`src/rtl/io_bus_arbiter.sv`:
```
// Two-master round-robin arbiter onto a single registered req/ack IO slave port.
// Optional wait-cycle abort is enabled by defining ARB_TIMEOUT_EN.
module io_bus_arbiter #(
    parameter int ADDR_W  = 32,
    parameter int CTRL_W  = 4,
    parameter int DATA_W  = 32,
    parameter int TIMEOUT = 255
) (
    input  logic              clk,
    input  logic              rst,
    input  logic              m0_req,
    input  logic [ADDR_W-1:0] m0_addr,
    input  logic [CTRL_W-1:0] m0_ctrl,
    input  logic [DATA_W-1:0] m0_wd,
    input  logic              m0_we,
    output logic [DATA_W-1:0] m0_rd,
    output logic              m0_ack,
    input  logic              m1_req,
    input  logic [ADDR_W-1:0] m1_addr,
    input  logic [CTRL_W-1:0] m1_ctrl,
    input  logic [DATA_W-1:0] m1_wd,
    input  logic              m1_we,
    output logic [DATA_W-1:0] m1_rd,
    output logic              m1_ack,
    output logic              s_req,
    output logic [ADDR_W-1:0] s_addr,
    output logic [CTRL_W-1:0] s_ctrl,
    output logic [DATA_W-1:0] s_wd,
    output logic              s_we,
    input  logic [DATA_W-1:0] s_rd,
    input  logic              s_ack,
    output logic              arb_err
);

    typedef enum logic [1:0] {
        IDLE,
        BUSY,
        RESP
    } state_e;

    state_e            state_q, state_d;
    logic              owner_q, owner_d;
    logic              last_q, last_d;
    logic              s_req_q, s_req_d;
    logic [ADDR_W-1:0] s_addr_q, s_addr_d;
    logic [CTRL_W-1:0] s_ctrl_q, s_ctrl_d;
    logic [DATA_W-1:0] s_wd_q, s_wd_d;
    logic              s_we_q, s_we_d;
    logic [DATA_W-1:0] m0_rd_q, m0_rd_d;
    logic [DATA_W-1:0] m1_rd_q, m1_rd_d;
    logic              m0_ack_q, m0_ack_d;
    logic              m1_ack_q, m1_ack_d;
    logic              win;
    logic              done;
    logic              abort;
    logic [DATA_W-1:0] cap;

`ifdef ARB_TIMEOUT_EN
    localparam int CNT_W = $clog2(TIMEOUT + 1);
    logic [CNT_W-1:0] cnt_q, cnt_d;
    logic             err_q, err_d;
    logic             tmo_hit;
    assign tmo_hit = (cnt_q == CNT_W'(TIMEOUT));
    assign arb_err = err_q;
`else
    logic tmo_hit;
    assign tmo_hit = 1'b0;
    assign arb_err = 1'b0;
`endif

    // s_ack wins over a timeout landing on the same cycle
    assign done  = (state_q == BUSY) && s_ack;
    assign abort = (state_q == BUSY) && !s_ack && tmo_hit;
    assign cap   = s_ack ? s_rd : DATA_W'(32'hDEADBEEF);

    always_comb begin
        state_d  = state_q;
        owner_d  = owner_q;
        last_d   = last_q;
        s_req_d  = s_req_q;
        s_addr_d = s_addr_q;
        s_ctrl_d = s_ctrl_q;
        s_wd_d   = s_wd_q;
        s_we_d   = s_we_q;
        m0_rd_d  = m0_rd_q;
        m1_rd_d  = m1_rd_q;
        m0_ack_d = 1'b0;
        m1_ack_d = 1'b0;
        win      = 1'b0;
`ifdef ARB_TIMEOUT_EN
        cnt_d    = cnt_q;
        err_d    = 1'b0;
`endif
        unique case (state_q)
            IDLE: begin
                if (m0_req || m1_req) begin
                    win = (m0_req && m1_req) ? ~last_q : m1_req;
                    state_d  = BUSY;
                    owner_d  = win;
                    last_d   = win;
                    s_req_d  = 1'b1;
                    s_addr_d = win ? m1_addr : m0_addr;
                    s_ctrl_d = win ? m1_ctrl : m0_ctrl;
                    s_wd_d   = win ? m1_wd   : m0_wd;
                    s_we_d   = win ? m1_we   : m0_we;
`ifdef ARB_TIMEOUT_EN
                    cnt_d    = '0;
`endif
                end
            end
            BUSY: begin
                if (done || abort) begin
                    state_d = RESP;
                    s_req_d = 1'b0;
                    if (owner_q) begin
                        m1_rd_d  = cap;
                        m1_ack_d = 1'b1;
                    end else begin
                        m0_rd_d  = cap;
                        m0_ack_d = 1'b1;
                    end
`ifdef ARB_TIMEOUT_EN
                    err_d = abort;
                end else begin
                    cnt_d = cnt_q + 1'b1;
`endif
                end
            end
            RESP: begin
                state_d = IDLE;
            end
            default: begin
                state_d = IDLE;
            end
        endcase
    end

    always_ff @(posedge clk) begin
        if (rst) begin
            state_q  <= IDLE;
            owner_q  <= 1'b0;
            last_q   <= 1'b1;
            s_req_q  <= 1'b0;
            s_addr_q <= '0;
            s_ctrl_q <= '0;
            s_wd_q   <= '0;
            s_we_q   <= 1'b0;
            m0_rd_q  <= '0;
            m1_rd_q  <= '0;
            m0_ack_q <= 1'b0;
            m1_ack_q <= 1'b0;
`ifdef ARB_TIMEOUT_EN
            cnt_q    <= '0;
            err_q    <= 1'b0;
`endif
        end else begin
            state_q  <= state_d;
            owner_q  <= owner_d;
            last_q   <= last_d;
            s_req_q  <= s_req_d;
            s_addr_q <= s_addr_d;
            s_ctrl_q <= s_ctrl_d;
            s_wd_q   <= s_wd_d;
            s_we_q   <= s_we_d;
            m0_rd_q  <= m0_rd_d;
            m1_rd_q  <= m1_rd_d;
            m0_ack_q <= m0_ack_d;
            m1_ack_q <= m1_ack_d;
`ifdef ARB_TIMEOUT_EN
            cnt_q    <= cnt_d;
            err_q    <= err_d;
`endif
        end
    end

    assign s_req  = s_req_q;
    assign s_addr = s_addr_q;
    assign s_ctrl = s_ctrl_q;
    assign s_wd   = s_wd_q;
    assign s_we   = s_we_q;
    assign m0_rd  = m0_rd_q;
    assign m1_rd  = m1_rd_q;
    assign m0_ack = m0_ack_q;
    assign m1_ack = m1_ack_q;

endmodule
```
`config.mk`:
```
export PLATFORM = sky130hd
export DESIGN_NAME = io_bus_arbiter
export DESIGN_NICKNAME = d
export VERILOG_FILES = /design/src/rtl/io_bus_arbiter.sv
export SDC_FILE = /design/constraint.sdc
export NUM_CORES = 1
export LEC_CHECK = 0
export ABC_AREA = 0
export BUFFER_PORTS_ARGS = -buffer_cell sky130_fd_sc_hd__buf_2
export CAP_MARGIN = 0
export CORE_ASPECT_RATIO = 0.8
export CORE_UTILIZATION = 41
export CTS_BUF_LIST = sky130_fd_sc_hd__clkbuf_4 sky130_fd_sc_hd__clkbuf_8
export CTS_CLUSTER_DIAMETER = 60
export CTS_CLUSTER_SIZE = 20
export DETAILED_ROUTE_END_ITERATION = 12
export GPL_ROUTABILITY_DRIVEN = 0
export HOLD_SLACK_MARGIN = 0.15
export PLACE_DENSITY = 0.78
export SLEW_MARGIN = 25
export SYNTH_ARGS = -nofsm -noshare
export SYNTH_HDL_FRONTEND = slang
export SYNTH_SLANG_ARGS = --single-unit
```
`constraint.sdc`:
```
create_clock -name clk -period 1.5 [get_ports clk]
set_clock_uncertainty 0.1 [all_clocks]
set_input_delay 0.15 -clock clk [delete_from_list [all_inputs] [get_ports clk]]
set_output_delay 0.15 -clock clk [all_outputs]
set_load 0.03 [all_outputs]
```
=== Word-level counts from Yosys, hierarchy flattened ===
Cells that the tools add are included.

* Bits in registers: 140
* Bits of input ports: 175
* Output and inout port bits: 137
* Word-level logic and storage cells: 44

* Eq/ne operators: 3
* Mux-type cells: 14
* Bitwise operators: 4
* Reduce and logical (&&, ||, !) cells: 11

{| class="wikitable"
|+ Operator list
! kind !! count
|-
| two-way mux 32 bit || 3
|-
| AND reduction 3 bit || 3
|-
| two-way mux 1 bit || 6
|-
| two-way mux 2 bit || 2
|-
| two-way mux 4 bit || 1
|-
| != test 2 bit (second input constant) || 2
|-
| inverter 1 bit || 4
|-
| one-hot mux 2 bit (2 select lines) || 1
|-
| AND reduction 2 bit || 2
|-
| OR reduction 3 bit || 1
|-
| == test 2 x 1 -> 1 bit (second input constant) || 1
|-
| logical AND 1 bit || 2
|-
| logical NOT 2 bit || 1
|-
| one-hot mux 1 bit (2 select lines) || 1
|-
| nonzero test 2 bit || 1
|-
| logical OR 1 bit || 1
|}

=== Depth between registers and ports, before layout ===
Gate-level depths: netlist (run 1).

* Word-level depth: 4
* Gate-level depth with buffers: 7

=== Least setup slack after synthesis (run 1) ===
No wires, ideal clock.

* Path type: reg-to-reg
* Start point: reg state_q[1]
* End point: reg s_addr_q[0] (netlist: s_addr[0])
* Setup time: 0.088 ns
* Data arrival time: 1.252 ns
* Required time: 1.312 ns
* Path slack: 0.060 ns
* Cell stages (with the launch flop): 6
* Buffers on the path: 2
* Clock period less this slack: 1.440 ns
* Cells stage by stage: dfxtp_1 -> nor2_1 -> buf_2 -> buf_1 -> a21oi_1 -> a311oi_2

* Word-level cells in the longest chain between the ends: 2

{| class="wikitable"
|+ Ends and longest elaborated chain
! what !! line !! text
|-
| from (decl) || 41 || <nowiki>state_e state_q, state_d;</nowiki>
|-
| from (signal assigned) || 157 || <nowiki>state_q <= state_d;</nowiki>
|-
| logical NOT 2 bit || 94 || <nowiki>unique case (state_q)</nowiki>
|-
| AND reduction 2 bit (no line) || - ||
|-
| to (signal assigned) || 161 || <nowiki>s_addr_q <= s_addr_d;</nowiki>
|-
| to (decl) || 45 || <nowiki>logic [ADDR_W-1:0] s_addr_q, s_addr_d;</nowiki>
|}

Every way passes these cells.
A chain may end at the register's enable or synchronous reset.

=== Worst setup path in the final report (run 1) ===
* Start point: reg state_q[0]
* End point: reg s_ctrl_q[3] (netlist: s_ctrl[3])

* Word-level cells in the longest chain between the ends: 2

{| class="wikitable"
|+ Ends and longest elaborated chain
! what !! line !! text
|-
| logical NOT 2 bit || 94 ||
|-
| AND reduction 2 bit (no line) || - ||
|-
| to (signal assigned) || 162 || <nowiki>s_ctrl_q <= s_ctrl_d;</nowiki>
|-
| to (decl) || 46 || <nowiki>logic [CTRL_W-1:0] s_ctrl_q, s_ctrl_d;</nowiki>
|}

Every way passes these cells.

==> summary.md, run 1 <==
| Metric | Value |
|---|---|
| Width of the die | 133 um |
| Syn Nets | 879 |
| Initial Util | 0.429 |
| Num CTS Buffers | 17 |
| Routed length on met3 | 2290 um |
| Number of global-route vias before repair | 7249 |
| First-pass GRT wire length | 36700 um |
| CTS tree | built |
| Synthesis-to-finish area growth | 73.7% |
| Status | finished, final reports clean |
| Final TNS setup | 0 ns |
| Max Root-Sink Buffers | 2 |
| Post-synth EDFFs | 0 |
| Core area | 0.0131 sq mm |
| Crit end category | flip-flop |
| IO buf count | 310 |
| Routed WL | 24300 um |
| CP arrival | 1.71 ns |
| Final antenna-violating net count | 0 |
| Met1 WL | 8860 um |
| Period utilisation layout | 0.991 |
| Layout Utilization | 0.744 |
| CP max FO | 26 |
| I/O pins | 312 |
| Final Max Slew Viols | 0 |
| Drt first-iter violations | 492 |
| Initial antenna violation count | 0 |
| Commonest cells post-synth | 270 x nand2_1, 140 x dfxtp_1, 136 x a21oi_1 |
| Synth top area share | 0.499 |
| Row count | 37 |
| Mapped Area | 0.00561 sq mm |
| Final nets | 1338 |
| #FFs+latches synth | 140 |
| Antenna cells | 0 |
| Endpoints failing hold | 0 |
| Detailed Routing Iterations Pass 1 | 5 |
| Top-count cell post-synth | nand2_1 |
| Clk Latency, worst-skew pair | 0.43 ns |
| Top_reg_cell synth | dfxtp_1 |
| Seq/Total Area, Yosys | 0.499 |
| Clk slew on worst S/H paths | 0.09 ns |
| Hold Crit Class | in -> reg |
| Layout cells sized above 1 | 0.335 |
| DRC | 0 |
| DR WL/cell | 18.0 um |
| GR Overflow Total | 0 |
| Largest net degree at the start of global routing | 46 |
| Met2 wire length | 11600 um |
| Distinct cells, synth | 24 |
| CP startpoint kind | flip-flop |
| Syn Inst Count | 704 |
| Main area contributors after synthesis | dfxtp_1 50%, nand2_1 18%, a21oi_1 12% |
| Crit path required time | 1.72 ns |
| H-tree depth | 4 |
| Critical path type | reg -> reg |
| Sink Count | 140 |
| Syn avg cell area | 7.97 sq um |
| Highest routed layer | met4 |
| Worst ir drop on vdd | 0.000653 V |
| Root buf cell | clkbuf_8 |
| Pwr Density | 1050 mW/mm^2 |
| Final Setup Violations | 0 |
| RSZ-0062 raised after global routing | true |
| Die height | 107 um |
| Hpwl dp | 12800 um |
| Synth area leader | dfxtp_1 |
| Via-to-Cell Ratio | 5.49 |
| GRT Resource Usage Total | 0.330 |
| Max cap viols | 0 |
| Leakage power | 4.41 nW |
| Ys Warns | 0 |
| Vias | 7419 |
| Final critical-path required period | 1.49 ns |
| Fmax | 672 MHz |
| Setup slack, reg-to-reg | 0.01 ns |
| Ys async rst share | 0 |
| Die Area | 0.0142 sq mm |
==> cell families after synthesis <==
| group | Yosys count | synth area share |
|---|---|---|
| other | 1 | 0.000668 |
| DFF | 140 | 0.499 |
| buffers and inverters | 71 | 0.0562 |
| and+or+nand+nor | 283 | 0.197 |
| AOI/OAI and AO/OA | 209 | 0.247 |
==> state kept, by name, summed over array words and instances, names as in the netlist <==
| register | flops |
|---|---|
| m0_rd | 32 |
| m1_rd | 32 |
| s_addr | 32 |
| s_wd | 32 |
| s_ctrl | 4 |
| state_q | 2 |
| last_q | 1 |
| m0_ack | 1 |
| m1_ack | 1 |
| owner_q | 1 |
| s_req | 1 |
| s_we | 1 |
==> metrics by stage <==
| stage | hold slack, ns | power, W | instances | instance area (sq um) | worst slack, ns |
|---|---|---|---|---|---|
| 4_1_cts | 0.166 | 0.0100 | 1347 | 9620 | 0.00627 |
| 3_5_place_dp | 0.308 | 0.00640 | 1141 | 7440 | -0.0253 |
| 6_report | 0.294 | 0.0102 | 1351 | 9750 | 0.0130 |
| 5_1_grt | 0.299 | 0.0106 | 1351 | 9750 | -0.0267 |
| 2_1_floorplan | 0.186 | 0.00557 | 704 | 5610 | 0.0599 |
| 3_3_place_gp | 0.303 | 0.00638 | 1141 | 7440 | 0.0444 |
==> layout by cell type (no fill, tap or decap), types with 3 or more instances in the layout <==
| cell | instances |
|---|---|
| buf_2 | 309 |
| nand2_1 | 270 |
| dlygate4sd3_1 | 174 |
| dfxtp_1 | 137 |
| a21oi_1 | 136 |
| a311oi_1 | 55 |
| clkbuf_8 | 18 |
| a311oi_2 | 14 |
| buf_12 | 14 |
| buf_4 | 9 |
| clkinvlp_4 | 5 |
| inv_6 | 5 |
| nor2_1 | 3 |
| bufinv_16 | 3 |
| clkbuf_16 | 3 |
| dfxtp_2 | 3 |
==> report_power, final <==
| part | total, W | switching, W | internal (W) |
|---|---|---|---|
| logic | 0.00273 | 0.00161 | 0.00112 |
| registers | 0.00417 | 0.000172 | 0.00400 |
| clock network | 0.00330 | 0.00158 | 0.00172 |
| total | 0.0102 | 0.00336 | 0.00684 |
==> path summary, 6_finish.rpt <==
kind | from | endpoint | cells after the start
setup / recovery | state_q[0]$_SDFFE_PP0P_ | s_ctrl[3]$_SDFFE_PP0P_ | 4
setup reg to reg | state_q[0]$_SDFFE_PP0P_ | s_ctrl[3]$_SDFFE_PP0P_ | 4
hold reg to reg | m1_rd[6]$_SDFFE_PP0P_ | m1_rd[6]$_SDFFE_PP0P_ | 2
hold / removal | m0_req | owner_q$_SDFFE_PP0P_ | 6
==> repair_timing <==
| item | CTS | global route |
|---|---|---|
| buffers inserted | 0 | 1 |
| setup endpoints to repair | 4 | 86 |
| gates cloned | 0 | 3 |
| pin swaps | 0 | 1 |
| hold buffers | 174 | 0 |
| resized for setup | 3 | 9 |
| hold endpoints to repair | 137 | 0 |
==> critical path, stage by stage, from the launching register on <==
cell and delay (ns):
dfxtp_2 0.36, nor2_4 0.24, buf_8 0.24, a21oi_1 0.11
a311oi_1 0.33
==> routing by layer <==
metal / vias to the layer above / global-route usage
li1: 3340 / -
met1: 3364 / 0.365
met2: 573 / 0.549
met3: 142 / 0.0823
met4: 0 / 0.255
met5: - / 0
==> cell type report <==
cell class                      count  area (sq um)
Sequential cell                   140          2810
Clock buffer                       18           248
Tap cell                          175           219
Multi-Input combinational cell    493          2560
Clock inverter                     14           180
Fill cell                         856          3350
Timing Repair Buffer              511          3740
Note: power is estimated with default switching activity, not from simulation.
==> run 2: changes to the inputs <==
CELL_PAD_IN_SITES_DETAIL_PLACEMENT = 0   (was unset)
CELL_PAD_IN_SITES_GLOBAL_PLACEMENT = 1   (was unset)
CORE_UTILIZATION = 28   (was 41)
PLACE_DENSITY = 0.77   (was 0.78)
==> run 2 against run 1 <==
Effect of this change: register-to-register slack improved by 0.06 ns; sequential power is essentially flat; sequential share of layout area decreased by 1.3 points; final cell count increased by 7.5%; worst setup slack better by 0.056 ns; power is 2.9% higher; critical path depth is 2 higher; core utilization is 22 points lower; global-route usage is 12 points lower.
==> summary.md, run 2 (synthesis results as in run 1) <==
| Metric | Value |
|---|---|
| Status | finished, final reports clean (unchanged) |
| GRT Resource Usage Total | 0.208 (was 0.330) |
| Commonest non-fill, non-tap cell in the layout | buf_2 (unchanged) |
| Total power | 0.0105 W (was 0.0102 W) |
| DR WL/cell | 16.8 um (was 18.0 um) |
| Fmax | 699 MHz (was 672 MHz) |
| Final critical-path required period | 1.43 ns (was 1.49 ns) |
| Slew @ Worst Pin | 0.504 ns |
| Root buf cell | clkbuf_8 (unchanged) |
| Logic gate share of total power | 0.270 (was 0.267) |
| Pwr Density | 1030 mW/mm^2 (was 1050 mW/mm^2) |
| First-pass GRT wire length | 34100 um (was 36700 um) |
| Width of the die | 160 um (was 133 um) |
| Die height | 129 um (was 107 um) |
| I/O pins | 312 (unchanged) |
| Crit path max-delay cell type | dfxtp_2 (unchanged) |
| Layout cells sized above 1 | 0.350 (was 0.335) |
| Drt first-iter violations | 483 (was 492) |
| Switching share of total power | 0.323 (was 0.330) |
| Hold slack final | 0.127 ns (was 0.294 ns) |
| Max cap viols | 0 (unchanged) |
| Final antenna-violating net count | 0 (unchanged) |
| RSZ-0062 raised after global routing | false (was true) |
| Cell repeated most along the worst path | buf_6 |
| Vias | 7151 (was 7419) |
| CP max stage delay | 0.34 ns (was 0.36 ns) |
| Row count | 45 (was 37) |
| Via-to-Cell Ratio | 4.92 (was 5.49) |
| Max Root-Sink Buffers | 2 (unchanged) |
| Routed WL | 24400 um (was 24300 um) |
| CP arrival | 1.70 ns (was 1.71 ns) |
| Final Setup Violations | 0 (unchanged) |
| Period utilisation layout | 0.954 (was 0.991) |
| Initial Util | 0.291 (was 0.429) |
| Crit path required time | 1.77 ns (was 1.72 ns) |
| H-tree depth | 4 (unchanged) |
| CTS tree | built (unchanged) |
| Detailed Routing Iterations Pass 1 | 4 (was 5) |
| Commonest non-fill, non-tap cells in the layout | 309 x buf_2, 269 x nand2_1, 173 x dlygate4sd3_1 (was 309 x buf_2, 270 x nand2_1, 174 x dlygate4sd3_1) |
| Crit path cell chain | buf_6 > nor4bb_4 > buf_6 > clkbuf_16 > nand2_1 > a21oi_1 (was nor2_4 > buf_8 > a21oi_1 > a311oi_1) |
| Die Area | 0.0206 sq mm (was 0.0142 sq mm) |
| Clock power share | 0.334 (was 0.324) |
| Clk slew on worst S/H paths | 0.08 ns (was 0.09 ns) |
| Clk Latency, worst-skew pair | 0.44 ns (was 0.43 ns) |
| GR Overflow Total | 0 (unchanged) |
| Sink Count | 140 (unchanged) |
| Initial antenna violation count | 0 (unchanged) |
| Num CTS Buffers | 17 (unchanged) |
| # fillers | 1787 (was 856) |
| Largest net degree at the start of global routing | 47 (was 46) |
| DRC | 0 (unchanged) |
| Max-slew headroom | 0.664 |
| Area of the multi-input gates | 0.00260 sq mm (was 0.00256 sq mm) |
| Antenna cells | 0 (unchanged) |
| Int Pwr | 0.00711 W (was 0.00684 W) |
| Worst ir drop on vdd | 0.000477 V (was 0.000653 V) |
| Endpoints failing hold | 0 (unchanged) |
| Number of global-route vias before repair | 6800 (was 7249) |
| IO buf count | 310 (unchanged) |
| Leakage power | 4.60 nW (was 4.41 nW) |
| Final Max Slew Viols | 0 (unchanged) |
| Switching Power | 0.00339 W (was 0.00336 W) |
| Hpwl dp | 14100 um (was 12800 um) |
| Synthesis-to-finish area growth | 81.9% (was 73.7%) |
| FF+latch area | 0.00281 sq mm (about the same) |
| CP startpoint kind | flip-flop (unchanged) |
| Critical path type | reg -> reg (unchanged) |
| CP max FO | 16 (was 26) |
| Reg power frac | 0.396 (was 0.409) |
| Hold Crit Class | in -> reg (unchanged) |
| Crit end category | flip-flop (unchanged) |
| Final nets | 1357 (was 1338) |
| Core area | 0.0193 sq mm (was 0.0131 sq mm) |
run 2: changes by cell type in the layout (fill, tap and decap cells not counted), moves of 2 or more:
cell,delta
clkbuf_16,+8
buf_6,+7
a311oi_1,-4
a311oi_2,+4
clkinvlp_4,-5
buf_4,+5
clkinv_4,+2
run 2: cell type report:
type	count	share of cell area
clock buffer	18	0.0243
timing repair buffer	529	0.395
multi-input combinational	494	0.254
sequential	140	0.275
clock inverter	14	0.0200
tap	258	0.0316
run 2: critical path, delay by kind of cell, from the launching register on:
| family | cells | cell delay, ns |
|---|---|---|
| DFF | 1 | 0.34 |
| and+or+nand+nor | 2 | 0.32 |
| buffers and inverters | 3 | 0.49 |
| AOI/OAI and AO/OA | 1 | 0.11 |
run 2: path summary, 6_finish.rpt:
| path | slack [ns] | cells past startpoint | end | start |
|---|---|---|---|---|
| worst max register to register | 0.07 | 6 | m0_rd[7]$_SDFFE_PP0P_ | state_q[1]$_SDFFE_PP0P_ |
| worst max-delay path | 0.07 | 6 | m0_rd[7]$_SDFFE_PP0P_ | state_q[1]$_SDFFE_PP0P_ |
| worst min-delay path | 0.13 | 4 | last_q$_SDFFE_PP1P_ | m1_req |
| worst min register to register | 0.35 | 2 | m0_rd[7]$_SDFFE_PP0P_ | m0_rd[7]$_SDFFE_PP0P_ |
run 2: per-layer routing:
metal	track usage	vias up	part of all wire
met2	0.364	345	0.48
met4	0.100	0	0.031
met3	0.0474	59	0.066
met1	0.243	3359	0.42
met5	0	-	0
li1	-	3388	-
run 2: through the flow:
step / cell area [sq um] / cells / util / worst slack [ns] / setup TNS, ns
floorplan: 5610 / 704 / - / 0.0599 / 0
CTS: 9770 / 1435 / 0.506 / 0.0180 / 0
finish: 10200 / 1453 / 0.529 / 0.0687 / 0
global placement: 7580 / 1229 / 0.392 / 0.0568 / 0
global route: 10200 / 1453 / 0.529 / 0.00688 / 0
detailed placement: 7580 / 1229 / 0.392 / -0.00854 / -0.0238
run 2: power groups by stage:
stage                     sequential (W)  combinational (W)  clock (W)
after CTS                        0.00416            0.00257    0.00360
after global placement           0.00423            0.00220          0
after floorplan                  0.00476           0.000809          0
after global routing             0.00419            0.00300    0.00376
after detailed placement         0.00424            0.00221          0
final                            0.00416            0.00283    0.00350
run 2: what timing repair did:
item	CTS	global route
endpoints found under the setup margin	0	77
buffers inserted	0	3
hold endpoints to repair	138	0
gates resized for setup	0	17
hold buffers	174	0
==> run 3: changes to the inputs <==
CAP_MARGIN = 20   (was 0)
PLACE_DENSITY = 0.83   (was 0.77)
==> run 3 against run 2 <==
Effect of this change: the run now ends with setup timing left; worst setup slack worse by 0.12 ns; combinational power is 7% higher; fmax is 7.9% lower; register-to-register slack worse by 0.12 ns; clock power is 9.7% lower; die area stayed put; first-iteration DRC count is 15% higher; power is 1.5% lower; via count is 1.3% higher; core utilization is 0.71 points higher; sequential share of layout area is 0.33 points lower; final cell count hardly changed; critical endpoint is now s_wd[12]$_SDFFE_PP0P_; largest power group unchanged; highest routed layer unchanged.
==> summary.md, run 3 (synthesis results as in run 1) <==
| Metric | Value |
|---|---|
| Status | finished with violations (was finished, final reports clean) |
| Failing checks | setup timing |
| WHS Endpoint | s_addr[25]$_SDFFE_PP0P_ (was last_q$_SDFFE_PP1P_) |
| Final nets | 1357 (unchanged) |
| Switching share of total power | 0.337 (was 0.323) |
| Final TNS setup | -0.0541 ns (was 0 ns) |
| Setup ws final | -0.0541 ns (was 0.0687 ns) |
| Detailed Routing Iterations Pass 1 | 5 (was 4) |
| Capture point of the worst reg-to-reg path | s_wd[12]$_SDFFE_PP0P_ (was m0_rd[7]$_SDFFE_PP0P_) |
| First-pass GRT wire length | 34800 um (was 34100 um) |
| Clk Latency, worst-skew pair | 0.44 ns (about the same) |
| CP max FO | 8 (was 16) |
| Max cap viols | 0 (unchanged) |
| Crit path required time | 1.74 ns (was 1.77 ns) |
| Worst ir drop on vdd | 0.000464 V (was 0.000477 V) |
| Max Root-Sink Buffers | 2 (unchanged) |
| Logic gate share of total power | 0.292 (was 0.270) |
| Crit end category | flip-flop (unchanged) |
| Clk slew on worst S/H paths | 0.09 ns (was 0.08 ns) |
| CP startpoint kind | flip-flop (unchanged) |
| Number of global-route vias before repair | 7027 (was 6800) |
| Reg power frac | 0.402 (was 0.396) |
| H-tree depth | 4 (unchanged) |
| Layout Utilization | 0.536 (was 0.529) |
| Crit path cell chain | a21boi_4 > buf_12 > clkbuf_16 > nand2_1 > a311oi_1 (was buf_6 > nor4bb_4 > buf_6 > clkbuf_16 > nand2_1 > a21oi_1) |
| RSZ-0062 raised after global routing | true (was false) |
| Layout cells sized above 1 | 0.373 (was 0.350) |
| Vias | 7243 (was 7151) |
| IO buf count | 310 (unchanged) |
| Final Max Slew Viols | 0 (unchanged) |
| Drt first-iter violations | 556 (was 483) |
| Largest delay share family, worst path | compound AO/OA/AOI/OAI gates (was buffers and inverters) |
| Root buf cell | clkbuf_8 (unchanged) |
| I/O pins | 312 (unchanged) |
| Fmax | 643 MHz (was 699 MHz) |
| Setup slack, reg-to-reg | -0.05 ns (was 0.07 ns) |
| Hpwl dp | 13700 um (was 14100 um) |
| Synthesis-to-finish area growth | 84.4% (was 81.9%) |
| Width of the die | 160 um (unchanged) |
| WP buf/inv | 2 (was 3) |
| Core area | 0.0193 sq mm (unchanged) |
| Initial antenna violation count | 0 (unchanged) |
| CTS tree | built (unchanged) |
| Hold path depth | 5 (was 4) |
| CP arrival | 1.79 ns (was 1.70 ns) |
| DRC | 0 (unchanged) |
| CP max stage delay | 0.36 ns (was 0.34 ns) |
| Critical path type | reg -> reg (unchanged) |
| Row count | 45 (unchanged) |
| Worst Reg-to-Reg Cells | 5 (was 6) |
| Die Area | 0.0206 sq mm (unchanged) |
| Endpoints failing hold | 0 (unchanged) |
| Period utilisation layout | 1.04 (was 0.954) |
| Leakage power | 4.62 nW (was 4.60 nW) |
| GRT Resource Usage Total | 0.212 (was 0.208) |
| Placed inst area | 0.00753 sq mm (was 0.00758 sq mm) |
| Largest net degree at the start of global routing | 58 (was 47) |
| Total power | 0.0103 W (was 0.0105 W) |
| Hold Crit Class | in -> reg (unchanged) |
| Int Pwr | 0.00686 W (was 0.00711 W) |
| Commonest non-fill, non-tap cells in the layout | 309 x buf_2, 261 x nand2_1, 174 x dlygate4sd3_1 (was 309 x buf_2, 269 x nand2_1, 173 x dlygate4sd3_1) |
| Routed WL | 25200 um (was 24400 um) |
| GR Overflow Total | 0 (unchanged) |
| Hold path start | m1_req (unchanged) |
| R2r startpoint | last_q$_SDFFE_PP1P_ (was state_q[1]$_SDFFE_PP0P_) |
| Commonest non-fill, non-tap cell in the layout | buf_2 (unchanged) |
| Final antenna-violating net count | 0 (unchanged) |
| Die height | 129 um (unchanged) |
| Post-route cell area | 0.0103 sq mm (was 0.0102 sq mm) |
| Initial Util | 0.291 (unchanged) |
| Via-to-Cell Ratio | 4.98 (was 4.92) |
| Pwr Density | 999 mW/mm^2 (was 1030 mW/mm^2) |
| Sink Count | 140 (unchanged) |
| Switching Power | 0.00348 W (was 0.00339 W) |
| DR WL/cell | 17.3 um (was 16.8 um) |
| Final critical-path required period | 1.55 ns (was 1.43 ns) |
| Num CTS Buffers | 17 (unchanged) |
| Final Setup Violations | 1 (was 0) |
| Clock power share | 0.306 (was 0.334) |
| Crit path max-delay cell type | dfxtp_2 (unchanged) |
==> run 3: cell count changes in the layout (fill, tap and decap cells not counted), moves of 2 or more <==
cell and change:
a311oi_2 +8, buf_4 -6, and2_4 +2, bufinv_16 -2
a21oi_2 +12, nand2_2 +6, nand2_1 -8, a21oi_1 -12
buf_12 +4, a311oi_1 -8, nand2_4 +2
==> run 3: worst max path at each step <==
stage,endpoint,depth (start not counted),slack (ns),startpoint
floorplan,s_addr[0]$_SDFFE_PP0P_,5,0.06,state_q[1]$_SDFFE_PP0P_
global placement,s_addr[3]$_SDFFE_PP0P_,5,0.06,m1_req
detailed placement,s_addr[23]$_SDFFE_PP0P_,5,0.03,m1_req
CTS,s_addr[23]$_SDFFE_PP0P_,7,0.04,m1_req
global route,s_wd[12]$_SDFFE_PP0P_,5,-0.08,last_q$_SDFFE_PP1P_
finish,s_wd[12]$_SDFFE_PP0P_,5,-0.05,last_q$_SDFFE_PP1P_
==> run 3: power groups by stage <==
stage	Sequential, W	Combinational [W]	Clock (W)
after detailed placement	0.00424	0.00219	0
after CTS	0.00415	0.00254	0.00326
after global routing	0.00419	0.00318	0.00342
after global placement	0.00423	0.00217	0
after floorplan	0.00476	0.000809	0
final	0.00416	0.00302	0.00316
==> run 3: timing repair <==
item | CTS | global route
gates resized for setup | 0 | 59
setup endpoints to repair | 0 | 61
endpoints found under the hold margin | 137 | 1
hold buffers | 174 | 1
buffers inserted | 0 | 4
==> run 3: final cells by class <==
| cell class | instances | area [sq um] |
|---|---|---|
| repair buffers | 529 | 4090 |
| multi-input cells | 494 | 2720 |
| clock buffers | 18 | 248 |
| well taps | 258 | 323 |
| clock inverters | 14 | 156 |
| fillers | 1732 | 8960 |
| diodes | 1 | 2.50 |
| flip-flops and latches | 140 | 2810 |
==> run 3: through the flow <==
stage,setup slack [ns],hold slack (ns),cells
global placement,0.0647,0.305,1226
detailed placement,0.0300,0.308,1226
global route,-0.0812,0.246,1453
finish,-0.0541,0.249,1454
CTS,0.0383,0.194,1432
floorplan,0.0599,0.186,704
==> run 3: layer usage <==
| layer | vias up | track usage | part of all wire | wire, um |
|---|---|---|---|---|
| li1 | 3394 | - | - | - |
| met1 | 3370 | 0.242 | 0.42 | 10500 |
| met2 | 402 | 0.364 | 0.47 | 11800 |
| met3 | 77 | 0.0480 | 0.073 | 1840 |
| met4 | 0 | 0.134 | 0.041 | 1040 |
| met5 | - | 0 | 0 | 0 |
==> run 3: worst register-to-register path: stages, from the launching register on <==
cell and delay (ns):
dfxtp_2 0.36, a21boi_4 0.25, buf_12 0.16, clkbuf_16 0.16
nand2_1 0.07, a311oi_1 0.34
